`config.mk`:
```
export PLATFORM = sky130hd
export DESIGN_NAME = pipe_addsub
export DESIGN_NICKNAME = d
export VERILOG_FILES = /design/src/rtl/addsub_pkg.sv /design/src/rtl/add_slice.sv /design/src/rtl/pipe_addsub.sv
export SDC_FILE = /design/constraint.sdc
export NUM_CORES = 1
export LEC_CHECK = 0
export ABC_AREA = 1
export CAP_MARGIN = 20
export CORE_ASPECT_RATIO = 1.4
export CORE_UTILIZATION = 45
export CTS_BUF_LIST = sky130_fd_sc_hd__clkbuf_4 sky130_fd_sc_hd__clkbuf_8
export CTS_CLUSTER_SIZE = 20
export DETAILED_ROUTE_END_ITERATION = 8
export PLACE_DENSITY = 0.73
export SLEW_MARGIN = 20
export SYNTH_ARGS = -nofsm -noshare
export SYNTH_HDL_FRONTEND = slang
export SYNTH_SLANG_ARGS = --single-unit
export TNS_END_PERCENT = 5
```
`constraint.sdc`:
```
create_clock -name clk -period 3.5 [get_ports clk]
set_clock_uncertainty 0.05 [all_clocks]
set_input_delay 1.05 -clock clk [delete_from_list [all_inputs] [get_ports clk]]
set_output_delay 1.05 -clock clk [all_outputs]
set_load 0.03 [all_outputs]
```
`src/rtl/addsub_pkg.sv`:
```
`default_nettype none
// ============================================================================
// Module      : addsub_pkg
// Description : Shared constants and elaboration helpers for the pipelined
//               slice-serial adder/subtractor.
// Revision    : 1.0 - initial release
// ============================================================================
package addsub_pkg;

    localparam int DEF_WIDTH = 16;
    localparam int DEF_SLICE = 4;

    // Pipeline depth: one stage per SLICE-bit group of the operands.
    function automatic int calc_stages(input int width, input int slice);
        return width / slice;
    endfunction

    // Geometry is legal only when the operand splits into whole slices.
    function automatic bit slice_ok(input int width, input int slice);
        return (slice > 0) && (width >= slice) && ((width % slice) == 0);
    endfunction

endpackage : addsub_pkg
`default_nettype wire

```
`src/rtl/add_slice.sv`:
```
`default_nettype none
// ============================================================================
// Module      : add_slice
// Description : Combinational SLICE-bit adder with carry-in and carry-out.
// Revision    : 1.0 - initial release
// ============================================================================
module add_slice #(
    parameter int SLICE = 4
) (
    input  logic [SLICE-1:0] a,
    input  logic [SLICE-1:0] b,
    input  logic             ci,
    output logic [SLICE-1:0] s,
    output logic             co
);

    // Widen by one bit so the slice carry falls out of the top.
    assign {co, s} = {1'b0, a} + {1'b0, b} + {{SLICE{1'b0}}, ci};

endmodule : add_slice
`default_nettype wire

```
`src/rtl/pipe_addsub.sv`:
```
`default_nettype none
// ============================================================================
// Module      : pipe_addsub
// Description : Pipelined adder/subtractor computing SLICE result bits per
//               stage with a single carry between stages. Operand slices are
//               skewed forward and result slices deskewed through the stage
//               registers so every beat leaves aligned. Valid/ready flow
//               control stalls the whole pipe when the output is blocked.
// Revision    : 1.0 - initial release
// ============================================================================
module pipe_addsub
    import addsub_pkg::*;
#(
    parameter int WIDTH = DEF_WIDTH,
    parameter int SLICE = DEF_SLICE
) (
    input  logic             clk,
    input  logic             rst,
    input  logic [WIDTH-1:0] a,
    input  logic [WIDTH-1:0] b,
    input  logic             c_in,
    input  logic             sub,
    input  logic             in_valid,
    output logic             in_ready,
    output logic [WIDTH-1:0] sum,
    output logic             c_out,
    output logic             ovf,
    output logic             out_valid,
    input  logic             out_ready
);

    localparam int STAGES = calc_stages(WIDTH, SLICE);
    localparam int LAST   = STAGES - 1;

    if (!slice_ok(WIDTH, SLICE)) begin : g_bad_slice
        $error("pipe_addsub: WIDTH must be a non-zero multiple of SLICE");
    end

    // Per-stage registers. r_a/r_b carry the not-yet-consumed operand bits
    // (B already in its effective, possibly inverted, form); r_s holds the
    // result bits produced so far; r_c is the carry into the next stage.
    logic [STAGES-1:0] r_v;
    logic [STAGES-1:0] r_c;
    logic [WIDTH-1:0]  r_a [STAGES];
    logic [WIDTH-1:0]  r_b [STAGES];
    logic [WIDTH-1:0]  r_s [STAGES];

    logic [STAGES-1:0] w_v_in;
    logic [STAGES-1:0] w_c_in;
    logic [STAGES-1:0] w_co;
    logic [WIDTH-1:0]  w_a_in  [STAGES];
    logic [WIDTH-1:0]  w_b_in  [STAGES];
    logic [WIDTH-1:0]  w_s_in  [STAGES];
    logic [WIDTH-1:0]  w_s_new [STAGES];
    logic [SLICE-1:0]  w_ss    [STAGES];
    logic              w_adv;

    // The pipe moves only when the output slot is empty or being drained,
    // so out_ready never reaches the output registers combinationally.
    assign w_adv    = !r_v[LAST] || out_ready;
    assign in_ready = !rst && w_adv;

    for (genvar k = 0; k < STAGES; k++) begin : g_stage
        if (k == 0) begin : g_head
            // Subtract as a + ~b + ~c_in; mode is folded into the operands
            // here, so later stages never need to know it.
            assign w_v_in[k] = in_valid;
            assign w_a_in[k] = a;
            assign w_b_in[k] = sub ? ~b : b;
            assign w_c_in[k] = sub ? ~c_in : c_in;
            assign w_s_in[k] = '0;
        end else begin : g_body
            assign w_v_in[k] = r_v[k-1];
            assign w_a_in[k] = r_a[k-1];
            assign w_b_in[k] = r_b[k-1];
            assign w_c_in[k] = r_c[k-1];
            assign w_s_in[k] = r_s[k-1];
        end

        add_slice #(
            .SLICE (SLICE)
        ) u_add_slice (
            .a  (w_a_in[k][k*SLICE +: SLICE]),
            .b  (w_b_in[k][k*SLICE +: SLICE]),
            .ci (w_c_in[k]),
            .s  (w_ss[k]),
            .co (w_co[k])
        );

        // Unresolved upper result bits are zero, so OR-in the new slice.
        assign w_s_new[k] = w_s_in[k] | (WIDTH'(w_ss[k]) << (k * SLICE));
    end

    // Stage registers: clear on reset, freeze on stall, and only reload the
    // data of a slot that actually carries a beat.
    always_ff @(posedge clk) begin
        if (rst) begin
            r_v <= '0;
            r_c <= '0;
            for (int k = 0; k < STAGES; k++) begin
                r_a[k] <= '0;
                r_b[k] <= '0;
                r_s[k] <= '0;
            end
        end else if (w_adv) begin
            r_v <= w_v_in;
            for (int k = 0; k < STAGES; k++) begin
                if (w_v_in[k]) begin
                    r_a[k] <= w_a_in[k];
                    r_b[k] <= w_b_in[k];
                    r_s[k] <= w_s_new[k];
                    r_c[k] <= w_co[k];
                end
            end
        end
    end

    assign sum       = r_s[LAST];
    assign c_out     = r_c[LAST];
    assign out_valid = r_v[LAST];
    // Overflow from registered sign bits only; all-zero after reset gives 0.
    assign ovf = (r_a[LAST][WIDTH-1] == r_b[LAST][WIDTH-1]) &&
                 (r_s[LAST][WIDTH-1] != r_a[LAST][WIDTH-1]);

endmodule : pipe_addsub
`default_nettype wire

```
==> reports/qor.txt <==
Status -> complete, no violations
Detail Placement HPWL -> 4780 um
Syn nets -> 467
Total Routing Usage GR -> 13.6%
Largest net degree at the start of global routing -> 30
Drt via density -> 4.37
Worst-path clk slew -> 0.08 ns
Final WS setup -> 0.435 ns
WP buf/inv -> 2
Layout area overhead -> 18.3%
CP top delay family -> buffers and inverters
1st-iter DRT viols -> 120
Initial antenna violation count -> 0
Port bufs -> 57
Post-CTS setup buffers -> 0
Initial Utilization -> 46.3%
Largest area contributor in the netlist -> edfxtp_1
Peak fanout along the critical path -> 3
Synthesized flop and latch total -> 98
Fin crit period -> 3.07 ns
Clock power frac -> 26.8%
Filler instances -> 879
Crit end category -> output port
Die extent in x -> 87.3 um
Setup violators final -> 0
DRC violation count after routing -> 0
CTS Sinks -> 98
Total negative slack -> 0 ns
Slew @ Worst Pin -> 0.761 ns
Tcrit/Tclk final -> 87.6%
Crit path required time -> 2.40 ns
Most frequent cells in the layout -> 90 x edfxtp_1, 87 x inv_1, 69 x nor2_1
Mean Syn Cell Area -> 11.2 sq um
Share of cells above drive strength 1 -> 13.1%
Final nets -> 529
H-tree Lvls -> 3
Fmax -> 0.326 GHz
CP max-delay cell -> clkdlybuf4s50_1
Post-Syn Area -> 4590 sq um
Total grt overflow -> 0
Crit path kind -> in2out
Yosys warnings -> 0
Power Dens Cells -> 421 nW/um^2
Combinational power share -> 13.0%
Commonest non-fill, non-tap cell in the layout -> edfxtp_1
Int Power -> 1.74 mW
Multi-input logic area -> 1290 sq um
Max-Cap Viols -> 0
Max VDD drop -> 0.000207 V
Routed WL per cell -> 10.1 um
CP peak stage delay -> 0.48 ns
Sw Ratio -> 23.8%
I/O Pins -> 58
Row Count -> 43
Sequential-to-total area share from yosys stat -> 62.4%
Unrepaired setup endpoints after global routing -> false
Area share of the largest cell type after synthesis -> 58.9%
Overall routed net length -> 6160 um
Clock root buffer -> clkbuf_8
Placement Setup Slack -> 0.166 ns
Post-CTS Hold Fix Bufs -> 0
Hold WS -> 0.454 ns
Critical path startpoint category -> primary input
Worst Setup SP -> out_ready
Clock tree from TritonCTS -> yes
Post-cts resize count -> 0
CP cell instances -> clkdlybuf4s50_1, nor2_1, nor2_2, buf_4
Synth Instances -> 409
Worst r2r src -> r_c[0]
Synth cell types -> 25
Max Slew Vio Count -> 0
# diodes -> 0
Hold/Removal Path Class -> reg2reg
GP Congestion -> 0.836
Chip Height -> 121 um
First-pass GRT wire length -> 11000 um
Crit path DAT -> 1.97 ns
Number of global-route vias before repair -> 2659
Psw -> 0.543 mW
Synth area leaders -> edfxtp_1 59%, inv_1 7.1%, nor2_1 5.6%, nor2_2 3.8%, dfxtp_1 3.5%
Antenna Nets Post-Route -> 0
Final Hold Fails -> 0
FF/Latch Area -> 2860 sq um
Clk buf depth -> 2
Worst slew margin -> 49.2%
Drt pass-1 iters -> 4
Clk Latency, worst-skew pair -> 0.35 ns
Share of power burned in registers -> 60.2%
Leakage -> 2.24 nW
Die area -> 10600 sq um
Via count -> 2664
Num CTS Buffers -> 9
Core box area -> 9900 sq um
Hold path start -> r_c[3]
sequential cells by signal, indices dropped and copies added, names as in the netlist:
name,flops
r_a,25
r_v,4
r_b,25
r_c,4
r_s,40
cell families (layout without fill, tap and decap cells):
family / after synthesis / count (layout) / synth area share, %
and+or+nand+nor: 157 / 157 / 16.2
buffers and inverters: 100 / 166 / 9.44
DFF: 98 / 98 / 62.4
adders and majority gates: 20 / 20 / 6.76
AOI/OAI and AO/OA: 17 / 17 / 1.91
xor gates and xnor gates: 17 / 17 / 3.25
cell usage after synthesis:
master and number:
o21ai_0 2, buf_6 6, nor2_2 28, or2_2 5
edfxtp_1 90, nor2_4 2, nor2_1 69, nor3b_2 1
inv_1 87, a21oi_1 14, xnor2_1 12, nand2_1 37
xor2_1 5, nand3_1 9, buf_4 2, dfxtp_1 8
inv_2 2, fa_1 8, buf_2 2, nor3_1 1
ha_1 12, inv_4 1, o31ai_1 1, nand3_2 1
nand2_4 4
worst paths after layout:
path	end	slack, ns	cells after the start
hold / removal	r_c[3]	0.45	2
hold reg to reg	r_c[3]	0.45	2
setup reg to reg	r_s[1][6]	1.58	5
setup / recovery	in_ready	0.43	4
layer usage:
layer,vias to the layer above,share of wire [%],routed length [um],GRT usage (%)
li1,1392,-,-,-
met1,1193,39,2390,13.5
met2,70,55,3400,25.5
met3,9,3.9,240,2.79
met4,0,2.1,131,7.58
met5,-,0,0,0
final cells by class:
cell class	count	area share, %
Sequential cell	98	52.8
Multi-Input combinational cell	211	23.8
Timing Repair Buffer	61	11.0
Inverter	90	6.27
Tap cell	135	3.11
Clock buffer	10	2.42
Clock inverter	5	0.600
worst register-to-register path, cell delays in order (launching register included):
cell and delay, ns:
dfxtp_1 0.31, inv_1 0.06, fa_1 0.47, fa_1 0.42, or2_2 0.29, a21oi_1 0.15
per-stage QoR:
| step | std cells | util (%) | area (sq um) | total power, mW |
|---|---|---|---|---|
| floorplan | 409 | - | 4590 | 1.60 |
| global placement | 595 | 53.1 | 5260 | 1.69 |
| detailed placement | 595 | 53.1 | 5260 | 1.70 |
| CTS | 610 | 54.8 | 5430 | 2.31 |
| global route | 610 | 54.8 | 5430 | 2.39 |
| finish | 610 | 54.8 | 5430 | 2.29 |
power groups by stage:
stage	sequential [mW]	clock, mW	combinational, mW
final	1.38	0.613	0.297
after global routing	1.39	0.671	0.334
after CTS	1.38	0.635	0.299
after detailed placement	1.40	0	0.297
after global placement	1.40	0	0.287
after floorplan	1.42	0	0.180
Note: power is estimated with default switching activity, not from simulation.
